<file path="config.mk">
export PLATFORM = sky130hd
export DESIGN_NAME = stoch_exp_core_flat
export DESIGN_NICKNAME = d
export VERILOG_FILES = /design/src/rtl/stoch_exp_if.sv /design/src/rtl/stoch_exp_core.sv /design/src/flat_wrapper.sv
export SDC_FILE = /design/constraint.sdc
export NUM_CORES = 1
export LEC_CHECK = 0
export CAP_MARGIN = 25
export CORE_MARGIN = 2
export CORE_UTILIZATION = 52
export CTS_BUF_LIST = sky130_fd_sc_hd__clkbuf_4 sky130_fd_sc_hd__clkbuf_8
export CTS_CLUSTER_DIAMETER = 40
export DETAILED_ROUTE_END_ITERATION = 7
export GPL_TIMING_DRIVEN = 0
export HOLD_SLACK_MARGIN = 0.15
export PLACE_DENSITY_LB_ADDON = 0.25
export SLEW_MARGIN = 20
export SYNTH_ARGS = -nofsm -noshare
export SYNTH_HDL_FRONTEND = slang
export SYNTH_SLANG_ARGS = --single-unit
</file>
<file path="constraint.sdc">
create_clock -name clk -period 1.9 [get_ports clk]
set_input_delay 0.38 -clock clk [delete_from_list [all_inputs] [get_ports clk]]
set_output_delay 0.38 -clock clk [all_outputs]
set_load 0.02 [all_outputs]
</file>
<file path="src/rtl/stoch_exp_if.sv">
// Handshake and stream bundle for the stochastic e^(-x) unit.
// The bench or upstream stage is the master; the core is the slave.
interface stoch_exp_if #(
  parameter int ORDER  = 5,
  parameter int COEF_W = 8,
  parameter int WIN_W  = 10
);
  logic                        en;
  logic                        x;
  logic                        ext_mode;
  logic [(ORDER-1)*COEF_W-1:0] coef;
  logic [ORDER-2:0]            a_ext;
  logic                        start;
  logic                        y;
  logic                        busy;
  logic                        done;
  logic [WIN_W-1:0]            result;

  modport master (
    output en, x, ext_mode, coef, a_ext, start,
    input  y, busy, done, result
  );

  modport slave (
    input  en, x, ext_mode, coef, a_ext, start,
    output y, busy, done, result
  );
endinterface

</file>
<file path="src/rtl/stoch_exp_core.sv">
// Stochastic-bitstream e^(-x): Horner/NAND chain over a delayed x stream,
// per-stage LFSR SNG coefficients, and a windowed ones-counter estimator.
module stoch_exp_core #(
  parameter int          ORDER  = 5,
  parameter int          COEF_W = 8,
  parameter int unsigned SEED   = 'hA5,
  parameter int          WIN_W  = 10
) (
  input  logic      clk,
  input  logic      n_rst,
  stoch_exp_if.slave bus
);
  localparam int NC    = ORDER - 1;
  localparam int CNT_W = WIN_W + 1;
  localparam logic [CNT_W-1:0]  N_LAST    = CNT_W'((1 << WIN_W) - 1);
  localparam logic [CNT_W-1:0]  WARM_LAST = CNT_W'(ORDER - 1);
  localparam logic [COEF_W-1:0] TAPS      = (COEF_W == 16) ? COEF_W'(32'hD008)
                                                           : COEF_W'(32'h00B8);

  typedef enum logic [1:0] {IDLE, WARM, RUN, DONE} state_t;

  function automatic logic [COEF_W-1:0] seed_of(input int j);
    logic [COEF_W-1:0] s;
    s = COEF_W'(SEED + 37 * j);
    return (s == '0) ? COEF_W'(1) : s;
  endfunction

  function automatic logic [COEF_W-1:0] lfsr_step(input logic [COEF_W-1:0] s);
    return {s[COEF_W-2:0], ^(s & TAPS)};
  endfunction

  // The ones counter can reach exactly N, one past the result range.
  function automatic logic [WIN_W-1:0] sat_count(input logic [CNT_W-1:0] v);
    return v[WIN_W] ? '1 : v[WIN_W-1:0];
  endfunction

  logic [COEF_W-1:0] lfsr [NC];
  logic [NC-1:0]     s_p0;
  logic [NC-1:0]     c_p0;
  logic [ORDER-1:0]  xd_p0;
  logic              z_top_p0;
  logic              y_p1;

  state_t            state;
  logic [CNT_W-1:0]  cnt;
  logic [CNT_W-1:0]  ones;
  logic              busy_r;
  logic              done_r;
  logic [WIN_W-1:0]  result_r;

  // ---- stage p0: SNG compare, coefficient select, NAND chain ----
  always_comb begin
    logic acc;
    for (int j = 0; j < NC; j++) begin
      s_p0[j] = lfsr[j] < bus.coef[j*COEF_W +: COEF_W];
    end
    c_p0 = bus.ext_mode ? bus.a_ext : s_p0;
    acc  = ~(c_p0[NC-1] & xd_p0[0]);
    for (int k = 1; k <= ORDER - 2; k++) begin
      acc = ~(c_p0[NC-1-k] & acc & xd_p0[k]);
    end
    z_top_p0 = ~(acc & xd_p0[ORDER-1]);
  end

  // ---- stage p1: delay line, LFSRs and registered y ----
  always_ff @(posedge clk or negedge n_rst) begin
    if (!n_rst) begin
      xd_p0 <= '0;
      y_p1  <= 1'b0;
      for (int j = 0; j < NC; j++) lfsr[j] <= seed_of(j);
    end else if (bus.en) begin
      xd_p0 <= {bus.x, xd_p0[ORDER-1:1]};
      y_p1  <= z_top_p0;
      for (int j = 0; j < NC; j++) lfsr[j] <= lfsr_step(lfsr[j]);
    end
  end

  // Window control; cnt counts flush cycles in WARM, then samples in RUN.
  always_ff @(posedge clk or negedge n_rst) begin
    if (!n_rst) begin
      state    <= IDLE;
      cnt      <= '0;
      ones     <= '0;
      busy_r   <= 1'b0;
      done_r   <= 1'b0;
      result_r <= '0;
    end else begin
      done_r <= 1'b0;
      if (bus.en) begin
        unique case (state)
          IDLE: begin
            if (bus.start) begin
              state  <= WARM;
              busy_r <= 1'b1;
              cnt    <= '0;
              ones   <= '0;
            end
          end
          WARM: begin
            if (cnt == WARM_LAST) begin
              state <= RUN;
              cnt   <= '0;
            end else begin
              cnt <= cnt + CNT_W'(1);
            end
          end
          RUN: begin
            ones <= ones + CNT_W'(y_p1);
            cnt  <= cnt + CNT_W'(1);
            if (cnt == N_LAST) begin
              state  <= DONE;
              busy_r <= 1'b0;
            end
          end
          DONE: begin
            result_r <= sat_count(ones);
            done_r   <= 1'b1;
            state    <= IDLE;
          end
        endcase
      end
    end
  end

  assign bus.y      = y_p1;
  assign bus.busy   = busy_r;
  assign bus.done   = done_r;
  assign bus.result = result_r;
endmodule

</file>
<file path="src/flat_wrapper.sv">
// flat-port wrapper written by rule: the top's interface ports become plain ports
module stoch_exp_core_flat 
#(
  parameter int          ORDER  = 5,
  parameter int          COEF_W = 8,
  parameter int unsigned SEED   = 'hA5,
  parameter int          WIN_W  = 10
)
  (clk, n_rst, bus_en, bus_x, bus_ext_mode, bus_coef, bus_a_ext, bus_start, bus_y, bus_busy, bus_done, bus_result);
  stoch_exp_if #(.ORDER(ORDER), .COEF_W(COEF_W), .WIN_W(WIN_W)) bus_i ();
  input  logic clk;
  input  logic n_rst;
  input wire logic [$bits(bus_i.en)-1:0] bus_en;
  input wire logic [$bits(bus_i.x)-1:0] bus_x;
  input wire logic [$bits(bus_i.ext_mode)-1:0] bus_ext_mode;
  input wire logic [$bits(bus_i.coef)-1:0] bus_coef;
  input wire logic [$bits(bus_i.a_ext)-1:0] bus_a_ext;
  input wire logic [$bits(bus_i.start)-1:0] bus_start;
  output wire logic [$bits(bus_i.y)-1:0] bus_y;
  output wire logic [$bits(bus_i.busy)-1:0] bus_busy;
  output wire logic [$bits(bus_i.done)-1:0] bus_done;
  output wire logic [$bits(bus_i.result)-1:0] bus_result;
  assign bus_i.en = bus_en;
  assign bus_i.x = bus_x;
  assign bus_i.ext_mode = bus_ext_mode;
  assign bus_i.coef = bus_coef;
  assign bus_i.a_ext = bus_a_ext;
  assign bus_i.start = bus_start;
  assign bus_y = bus_i.y;
  assign bus_busy = bus_i.busy;
  assign bus_done = bus_i.done;
  assign bus_result = bus_i.result;
  stoch_exp_core #(.ORDER(ORDER), .COEF_W(COEF_W), .SEED(SEED), .WIN_W(WIN_W)) u_core (.clk(clk), .n_rst(n_rst), .bus(bus_i));
endmodule
</file>
# Yosys cells after proc, flatten, opt, wreduce, memory -nomap -nowiden
# Index checks and enable logic that the tools add are counted.
# Widths: inputs -> output; s select.
[classes]
add_sub_neg = 2
mul = 0
div_mod_pow = 0
order_cmp = 4
eq_ne = 8
shifts = 0
muxes = 15
bitwise = 13
reduce_logical = 12
[ops]
columns = ["op", "n"]
rows = [
  ["$pmux 11 s3", 1],
  ["$lt 8x8->1", 4],
  ["$reduce_xor 8->1", 4],
  ["$mux 11", 2],
  ["$pmux 11 s2", 1],
  ["$add 11x1->11", 1],
  ["$add 11x1->11 const B", 1],
  ["$eq 11x10->1 const B", 1],
  ["$eq 11x3->1 const B", 1],
  ["$mux 10", 1],
  ["$and 1x1->1", 8],
  ["$pmux 2 s4", 1],
  ["$reduce_and 4->1", 2],
  ["$mux 2", 3],
  ["$reduce_and 3->1", 2],
  ["$not 1->1", 5],
  ["$eq 2x2->1 const B", 2],
  ["$mux 1", 4],
  ["$mux 4", 1],
  ["$ne 2x1->1 const B", 2],
  ["$reduce_bool 3->1", 1],
  ["$eq 2x1->1 const B", 1],
  ["$logic_not 2->1", 1],
  ["$ne 2x2->1 const B", 1],
  ["3 further kinds", 3],
]
[word_totals]
ff_bits = 74
latch_bits = 0
ram_bits = 0
romBits = 0
inputBits = 42
out_inout_bits = 13
elab_cells = 66
mem_count = 0

# Longest topological paths before layout
# Gate-level depths: netlist of run 1.
[logic_depth]
word_depth = 15
ltp_mapped = 8
mapped_depth_nobuf = 7

# Worst setup path before layout of run 1
# No wires, ideal clock.
[synth_path]
path_type = "input to register"
from = "in bus_coef[13]"
to = "reg u_core.y_p1, in the netlist u_core.bus.y"
setup_time_ns = 0.120
arrival_time_ns = 1.679
slack_ns = 0.100
cell_stages = 7
path_buffers = 0
path_cell_list = "inv_1 -> ha_1 -> a21o_1 -> a2111oi_0 -> o31a_1 -> o211ai_1 -> o211a_1"
[synth_between]
elab_chain_cells = 10
[synth_rtl]
columns = ["element", "line", "rtl"]
rows = [
  ["start: declaration", "flat_wrapper.sv:16", "input wire logic [$bits(bus_i.coef)-1:0] bus_coef;"],
  ["$lt 8x8->1", "stoch_exp_core.sv:55", "s_p0[j] = lfsr[j] < bus.coef[j*COEF_W +: COEF_W];"],
  ["$mux 4", "stoch_exp_core.sv:57", "c_p0 = bus.ext_mode ? bus.a_ext : s_p0;"],
  ["$and 1x1->1 (2 in a row)", "stoch_exp_core.sv:60", "acc = ~(c_p0[NC-1-k] & acc & xd_p0[k]);"],
  ["$not 1->1", "stoch_exp_core.sv:60", ""],
  ["$and 1x1->1 (2 in a row)", "stoch_exp_core.sv:60", ""],
  ["$not 1->1", "stoch_exp_core.sv:60", ""],
  ["$and 1x1->1", "stoch_exp_core.sv:62", "z_top_p0 = ~(acc & xd_p0[ORDER-1]);"],
  ["$not 1->1", "stoch_exp_core.sv:62", ""],
  ["end signal: assignment", "stoch_exp_core.sv:73", "y_p1 <= z_top_p0;"],
  ["end: declaration", "stoch_exp_core.sv:42", "logic y_p1;"],
]
# Every way passes these cells.
# A chain may end at the register's enable or synchronous reset.

# Final worst setup path of run 1
[layout_path]
from = "in bus_coef[17]"
to = "reg u_core.y_p1, in the netlist u_core.bus.y"
[layout_between]
elab_chain_cells = 13
[layout_rtl]
columns = ["element", "line"]
rows = [
  ["$lt 8x8->1", "stoch_exp_core.sv:55"],
  ["$mux 4", "stoch_exp_core.sv:57"],
  ["$and 1x1->1 (2 in a row)", "stoch_exp_core.sv:60"],
  ["$not 1->1", "stoch_exp_core.sv:60"],
  ["$and 1x1->1 (2 in a row)", "stoch_exp_core.sv:60"],
  ["$not 1->1", "stoch_exp_core.sv:60"],
  ["$and 1x1->1 (2 in a row)", "stoch_exp_core.sv:60"],
  ["$not 1->1", "stoch_exp_core.sv:60"],
  ["$and 1x1->1", "stoch_exp_core.sv:62"],
  ["$not 1->1", "stoch_exp_core.sv:62"],
]
# Every way passes these cells.

==> results of run 1 <==
layout make-up:
type | instances | area [sq um] | area share
multi-input combinational | 264 | 2201 | 0.4176
sequential | 74 | 1874 | 0.3557
timing repair buffer | 63 | 625.6 | 0.1187
inverter | 42 | 157.7 | 0.02991
tap | 102 | 127.6 | 0.02422
clock buffer | 9 | 123.9 | 0.02350
clock inverter | 7 | 101.3 | 0.01923
buffer | 12 | 58.81 | 0.01116
cells by family (layout without fill, tap and decap cells):
group           after synthesis  count (layout)  share of synthesized area
compound gates               83              83                     0.1340
simple gates                 92              92                     0.1186
xor+xnor                     16              16                    0.03389
mux                          37              37                    0.09955
fa+ha+maj                    36              36                     0.1089
flops                        74              74                     0.4530
buf+inv                      54             133                    0.05204
stage by stage:
stage / hold WS (ns) / std cells / instance area [sq um]
floorplan: 0.08441 / 392 / 4135
CTS: 0.5005 / 565 / 5075
global route: 0.5197 / 573 / 5270
global placement: 0.4825 / 546 / 4783
finish: 0.4935 / 573 / 5270
detailed placement: 0.3378 / 547 / 4808
worst max path at each step:
stage	startpoint	to	slack, ns
after floorplan	bus_coef[13]	u_core.bus.y	0.10
after global placement	n_rst	u_core.bus.result[5]	-2.04
after detailed placement	bus_coef[13]	u_core.bus.y	-0.54
after CTS	bus_coef[13]	u_core.bus.y	-0.03
after global routing	bus_coef[12]	u_core.bus.y	-0.06
final	bus_coef[17]	u_core.bus.y	0.01
flip-flops by register name (all words and copies together) (netlist names):
name               flops
u_core.bus.done        1
u_core.bus.result     10
u_core.state           2
u_core.xd_p0           5
u_core.lfsr           32
u_core.ones           11
u_core.cnt            11
u_core.bus.y           1
u_core.bus.busy        1
placed cells by master (no fill, tap or decap), types with 4 or more instances in the layout:
master / instances
xnor2_1: 15
buf_4: 10
nand2_1: 12
o21ai_0: 11
ha_2: 4
nand3_1: 6
inv_1: 39
nor2b_1: 5
nand4_1: 4
nor2_1: 33
dfstp_2: 17
clkbuf_8: 9
dfrtp_1: 56
a22o_1: 5
buf_2: 4
o21ai_1: 10
ha_1: 30
mux2i_1: 4
a21oi_1: 20
mux2_2: 31
a21o_1: 6
and3_1: 6
clkbuf_1: 5
clkdlybuf4s50_1: 50
power by group:
| group | internal, mW | total, mW | switching [mW] |
|---|---|---|---|
| Sequential | 2.28 | 2.77 | 0.496 |
| Clock | 0.750 | 1.39 | 0.642 |
| Combinational | 1.65 | 3.14 | 1.49 |
| Total | 4.68 | 7.31 | 2.63 |
metal layers:
metal  wire length (um)  GRT usage
met5                  0          0
met4                112    0.07721
met3                275    0.03384
met2               4133     0.3490
met1               3853     0.2710
timing repair:
item / 4_1_cts / 5_1_grt
buffers inserted: 1 / 8
hold buffers: 1 / 0
pin swaps: 5 / 10
gates resized for setup: 8 / 28
endpoints found under the setup margin: 15 / 16
hold endpoints to repair: 23 / 0
gates cloned: 0 / 0
worst register-to-register path, stage by stage (launching register included):
cell,delay [ns]
dfrtp_2,0.43
ha_4,0.24
a21o_1,0.20
a2111oi_4,0.36
o31a_1,0.19
o211ai_1,0.08
o211a_1,0.25
==> impl_results.md, run 1 <==
- Status: complete, no violations
- P per Cell Area: 1387 nW/um^2
- Clock Tree Root: clkbuf_8
- Yosys top cell by area: dfrtp_1
- DP HPWL: 5907 um
- Worst slew pin tran: 0.5196 ns
- Period utilisation layout: 0.9945
- GPL Wtd Cong: 0.7625
- Largest stage delay on the critical path: 0.45 ns
- Top cells by area, synth: dfrtp_1, ha_1, dfstp_2
- Req. time, crit path: 2.19 ns
- Largest fanout on the critical path: 2
- Vias: 3119
- Inserted Clock Buffers: 9
- Ys Warns: 0
- Die area: 8682 sq um
- Ant diodes: 0
- Synth unique cells: 56
- Clock buffer depth: 2
- CP startpoint kind: input port
- Total track usage: 0.2074
- Worst Path Buf+Inv: 2
- Wire length per cell: 14.61 um
- Syn_area_per_cell: roughly 11 sq um
- TNS Setup: 0 ns
- Final Critical Period: 1.890 ns
- Drt via density: 5.443
- Final Setup Violations: 0
- Synth top area share: 0.3449
- Final Max Tran Viols: 0
- Residual DRC: 0
- Final setup margin: 0.01043 ns
- Synth top cells by count: dfrtp_1, inv_1, ha_1, nor2_1, mux2_2
- Reg2Reg Launch Point: u_core.lfsr[21]
- Synth Instances: approximately 390
- Final WL: 8374 um
- Reg2reg path depth: 6
- Mapped Area: 4135 sq um
- Pre-CTS setup slack: -0.5402 ns
- Skew-Pair Late Insertion Delay: approximately 0.36 ns
- Cell Chain, Critical Path: clkdlybuf4s50_1, inv_1, ha_2, or3b_4, o2111ai_2, a31oi_1, a311oi_1, o211a_1
- FF+latch count, synth: 74
- Leak pwr: between 2 and 2.5 nW
- R2r setup slk: 0.03 ns
- CTS tree: done
- RR Endpoint: u_core.bus.y
- Initial antenna violation count: 0
- Peak VDD IR: 0.7183 mV
- EDFF count, synth: 0
- Setup Skew: 0.009590 ns
- Crit end category: register
- # IOs: 55
- Register area share after synthesis: 0.4530
- Row count: 32
- Final hold viol count: 0
- Post-route ant nets: 0
- CTS clk-pin slew, worst paths: 0.08 ns
- Syn Nets: 470
- Number of global-route vias before repair: about 3.1k
- Initial cell density of the core: 0.5351
- Width of the die: around 93 um
- Final core utilization: 0.6820
- First-pass GRT wire length: ~14000 um
- FMAX: 529.2 MHz
- Final nets: 544
- Design Power: between 7 and 8 mW
- Count leader, synth: dfrtp_1
- Synth Flop Type: dfrtp_1
- CP delay by family, top: compound AO/OA/AOI/OAI gates
- Critical-path top delay cell: clkdlybuf4s50_1
- Drt pass-1 iters: 5
- Kind of critical path: input port to register
- H-tree Lvls: 3
- Area delta synth->final: 27.44%
- Slew HR: 0.6536
- Gr ovfl total: 0
- Post-synth ARST share: 1.000
- Maxcap violations: 0
- Port Buffers: 52
- CTS Sinks: 74
- Critical path depth: 8
- Largest net degree at the start of global routing: 48
- Critical Path AT: 2.18 ns
- Die height: between 90 and 100 um
- RSZ-0062 raised after global routing: true
- Initial drt markers: 109
- Ratio of cells with drive above 1 in the final layout: 0.2335
- Hold crit path type: input port to async pin
- Core outline area: 7727 sq um
- Fillers: slightly below 600
(Power assumes the default switching activity.)
==> run 2: changes to the inputs <==
--- a/config.mk
+++ b/config.mk
@@ -6,10 +6,11 @@
 export NUM_CORES = 1
 export LEC_CHECK = 0
 export CAP_MARGIN = 25
-export CORE_MARGIN = 2
+export CORE_MARGIN = 4
 export CORE_UTILIZATION = 52
 export CTS_BUF_LIST = sky130_fd_sc_hd__clkbuf_4 sky130_fd_sc_hd__clkbuf_8
 export CTS_CLUSTER_DIAMETER = 40
+export CTS_CLUSTER_SIZE = 10
 export DETAILED_ROUTE_END_ITERATION = 7
 export GPL_TIMING_DRIVEN = 0
 export HOLD_SLACK_MARGIN = 0.15
==> impl_results.md, run 2 (same netlist as run 1, synthesis figures left out) <==
- First-pass GRT wire length: 13550 um (-4.9%)
- Initial drt markers: 102 (-6.4%)
- RR Endpoint: u_core.state[1]
- Period utilisation layout: 0.9675 (-0.02700)
- Die area: 9443 sq um (+8.8%)
- Area delta synth->final: 25.99%
- Hold crit path type: input port to async pin
- Maxcap violations: 0 (unchanged)
- TNS Setup: 0 ns (unchanged)
- Leading cell type in the layout, fill and taps excluded: dfrtp_1
- Placed cell area: 4808 sq um (unchanged)
- H-tree Lvls: 3 (unchanged)
- Clock buffer depth: 2 (unchanged)
- Drt via density: 5.299 (-2.7%)
- Slew HR: 0.6613 (+0.007636)
- Final nets: 543 (-0.18%)
- Hold slack: 0.4337 ns (-0.05977 ns)
- Initial cell density of the core: 0.5351 (unchanged)
- Clock Tree Root: clkbuf_8
- Inserted Clock Buffers: 9 (unchanged)
- Status: complete, no violations
- Largest stage delay on the critical path: 0.45 ns (about the same)
- Cell Chain, Critical Path: clkdlybuf4s50_1, inv_1, ha_1, a21o_1, a2111oi_4, o31a_1, o211ai_1, o211a_1
- Leak pwr: 2.339 nW (-1.1%)
- CTS tree: done
- Drt pass-1 iters: 4 (-1)
- Setup Skew: 0.01117 ns (+0.001579 ns)
- Largest fanout on the critical path: 1 (-1)
- Gr ovfl total: 0 (unchanged)
- Number of global-route vias before repair: 2932 (-6.8%)
- Worst slew pin tran: 0.5081 ns (-0.01145 ns)
- GPL Wtd Cong: 0.8093 (+6.1%)
- Reg2Reg Launch Point: u_core.cnt[5]
- CTS Sinks: 74 (unchanged)
- Reg2reg path depth: 5 (-1)
- # IOs: 55 (unchanged)
- Final hold viol count: 0 (unchanged)
- Kind of critical path: input port to register
- Total track usage: 0.1732 (-0.03422)
- Most frequent cells in the layout: dfrtp_1, clkdlybuf4s50_1, inv_1
- Ratio of cells with drive above 1 in the final layout: 0.2340 (+0.0004969)
- Final Setup Violations: 0 (unchanged)
- Final instance area: 5210 sq um (-1.1%)
- CTS clk-pin slew, worst paths: 0.09 ns (about the same)
- Skew-Pair Late Insertion Delay: 0.35 ns (about the same)
- Vias: 3031 (-2.8%)
- Post-route ant nets: 0 (unchanged)
- P per Cell Area: 1340 nW/um^2 (-3.4%)
- Largest net degree at the start of global routing: 60 (+25%)
- R2r setup slk: 0.06 ns (+0.03 ns)
- Residual DRC: 0 (unchanged)
- Initial antenna violation count: 0 (unchanged)
- Ant diodes: 0 (unchanged)
- Design Power: 6.981 mW (-4.5%)
- Row count: 32 (unchanged)
- Max FFs per register: 32 (unchanged)
- Placed cell count: 547 (unchanged)
- Final Critical Period: 1.838 ns (-0.05130 ns)
- Req. time, crit path: 2.13 ns (-0.06 ns)
- Port Buffers: 52 (unchanged)
- DP HPWL: 5780 um (-2.1%)
- Die height: 97.18 um (+4.3%)
- Final cell count without fillers: 572 (-0.17%)
- Biggest regs: u_core.lfsr (32), u_core.cnt (11), u_core.ones (11)
- Final WL: 7948 um (-5.1%)
- FMAX: 544.0 MHz (+2.8%)
- CP startpoint kind: input port
- Most flops, register: u_core.lfsr
- Wire length per cell: 13.90 um (-4.9%)
- Critical-path top delay cell: clkdlybuf4s50_1
- Width of the die: 97.18 um (+4.3%)
- Peak VDD IR: 0.6649 mV (-7.4%)
- Crit end category: register
- Critical Path AT: 2.07 ns (-0.11 ns)
- Core outline area: 7727 sq um (unchanged)
- Final Max Tran Viols: 0 (unchanged)
-- run 2: cell count changes in the layout (fill, tap and decap cells not counted), moves of 2 or more --
cell and change:
ha_2 -3, nor2_2 +2, bufinv_16 -2, ha_1 +2
-- run 2: layer usage --
metal	part of all wire	global-route usage	vias up
li1	-	-	1527
met1	0.48	0.2372	1438
met2	0.46	0.2691	53
met3	0.042	0.03877	13
met4	0.017	0.06587	0
met5	0	0	-
-- run 2: worst max-delay path, delay by kind of cell --
| family | cells | cell delay (ns) |
|---|---|---|
| adder cells (fa/ha/maj) | 1 | 0.18 |
| buffers and inverters | 2 | 0.49 |
| AO/OA/AOI/OAI | 5 | 1.02 |
-- run 2: what timing repair did --
item	in CTS	in global routing
setup endpoints to repair	4	15
resized for setup	8	26
endpoints found under the hold margin	15	0
hold buffers	1	0
setup buffers	0	8
pin swaps	5	9
-- run 2: worst max path at each step --
stage                         start        endpoint  slack [ns]  depth (start not counted)
floorplan              bus_coef[13]    u_core.bus.y        0.10                          7
global placement              n_rst  u_core.lfsr[1]       -2.06                          1
detailed placement     bus_coef[13]    u_core.bus.y       -0.57                          8
CTS                    bus_coef[13]    u_core.bus.y      -0.009                          8
global route        u_core.state[1]  u_core.ones[4]       -0.03                          8
finish                 bus_coef[12]    u_core.bus.y        0.06                          8
-- run 2: layout make-up --
class	instances	area (sq um)
fillers	597	2517
multi-input cells	264	2191
flip-flops and latches	74	1876
repair buffers	62	618.1
inverters	42	157.7
well taps	102	127.6
clock buffers	9	123.9
plain buffers	12	58.81
clock inverters	7	57.56
-- run 2: per-stage QoR --
stage,setup WS [ns],utilization
2_1_floorplan,0.1002,-
3_3_place_gp,-2.059,0.6190
3_5_place_dp,-0.5703,0.6222
4_1_cts,-0.009221,0.6499
5_1_grt,-0.03028,0.6742
6_report,0.06173,0.6742
-- run 2: where the power goes --
group          switching, mW  internal (mW)
Sequential             0.494           2.28
Clock                  0.642          0.494
Combinational           1.44           1.63
==> run 3: changes to the inputs <==
--- a/config.mk
+++ b/config.mk
@@ -5,7 +5,7 @@
 export SDC_FILE = /design/constraint.sdc
 export NUM_CORES = 1
 export LEC_CHECK = 0
-export CAP_MARGIN = 25
+export CAP_MARGIN = 20
 export CORE_MARGIN = 4
 export CORE_UTILIZATION = 52
 export CTS_BUF_LIST = sky130_fd_sc_hd__clkbuf_4 sky130_fd_sc_hd__clkbuf_8
==> constraint.sdc (replaced) <==
create_clock -name clk -period 1.9 [get_ports clk]
set_input_delay 0.38 -clock clk [delete_from_list [all_inputs] [get_ports clk]]
set_output_delay 0.38 -clock clk [all_outputs]
set_load 0.005 [all_outputs]
==> results of run 3 <==
The final DEF is identical to that of run 2. Status: complete, no violations.
Main changes from that run: total power 6.981 mW -> 6.833 mW; worst IR drop on VDD 0.6649 mV -> 0.6638 mV
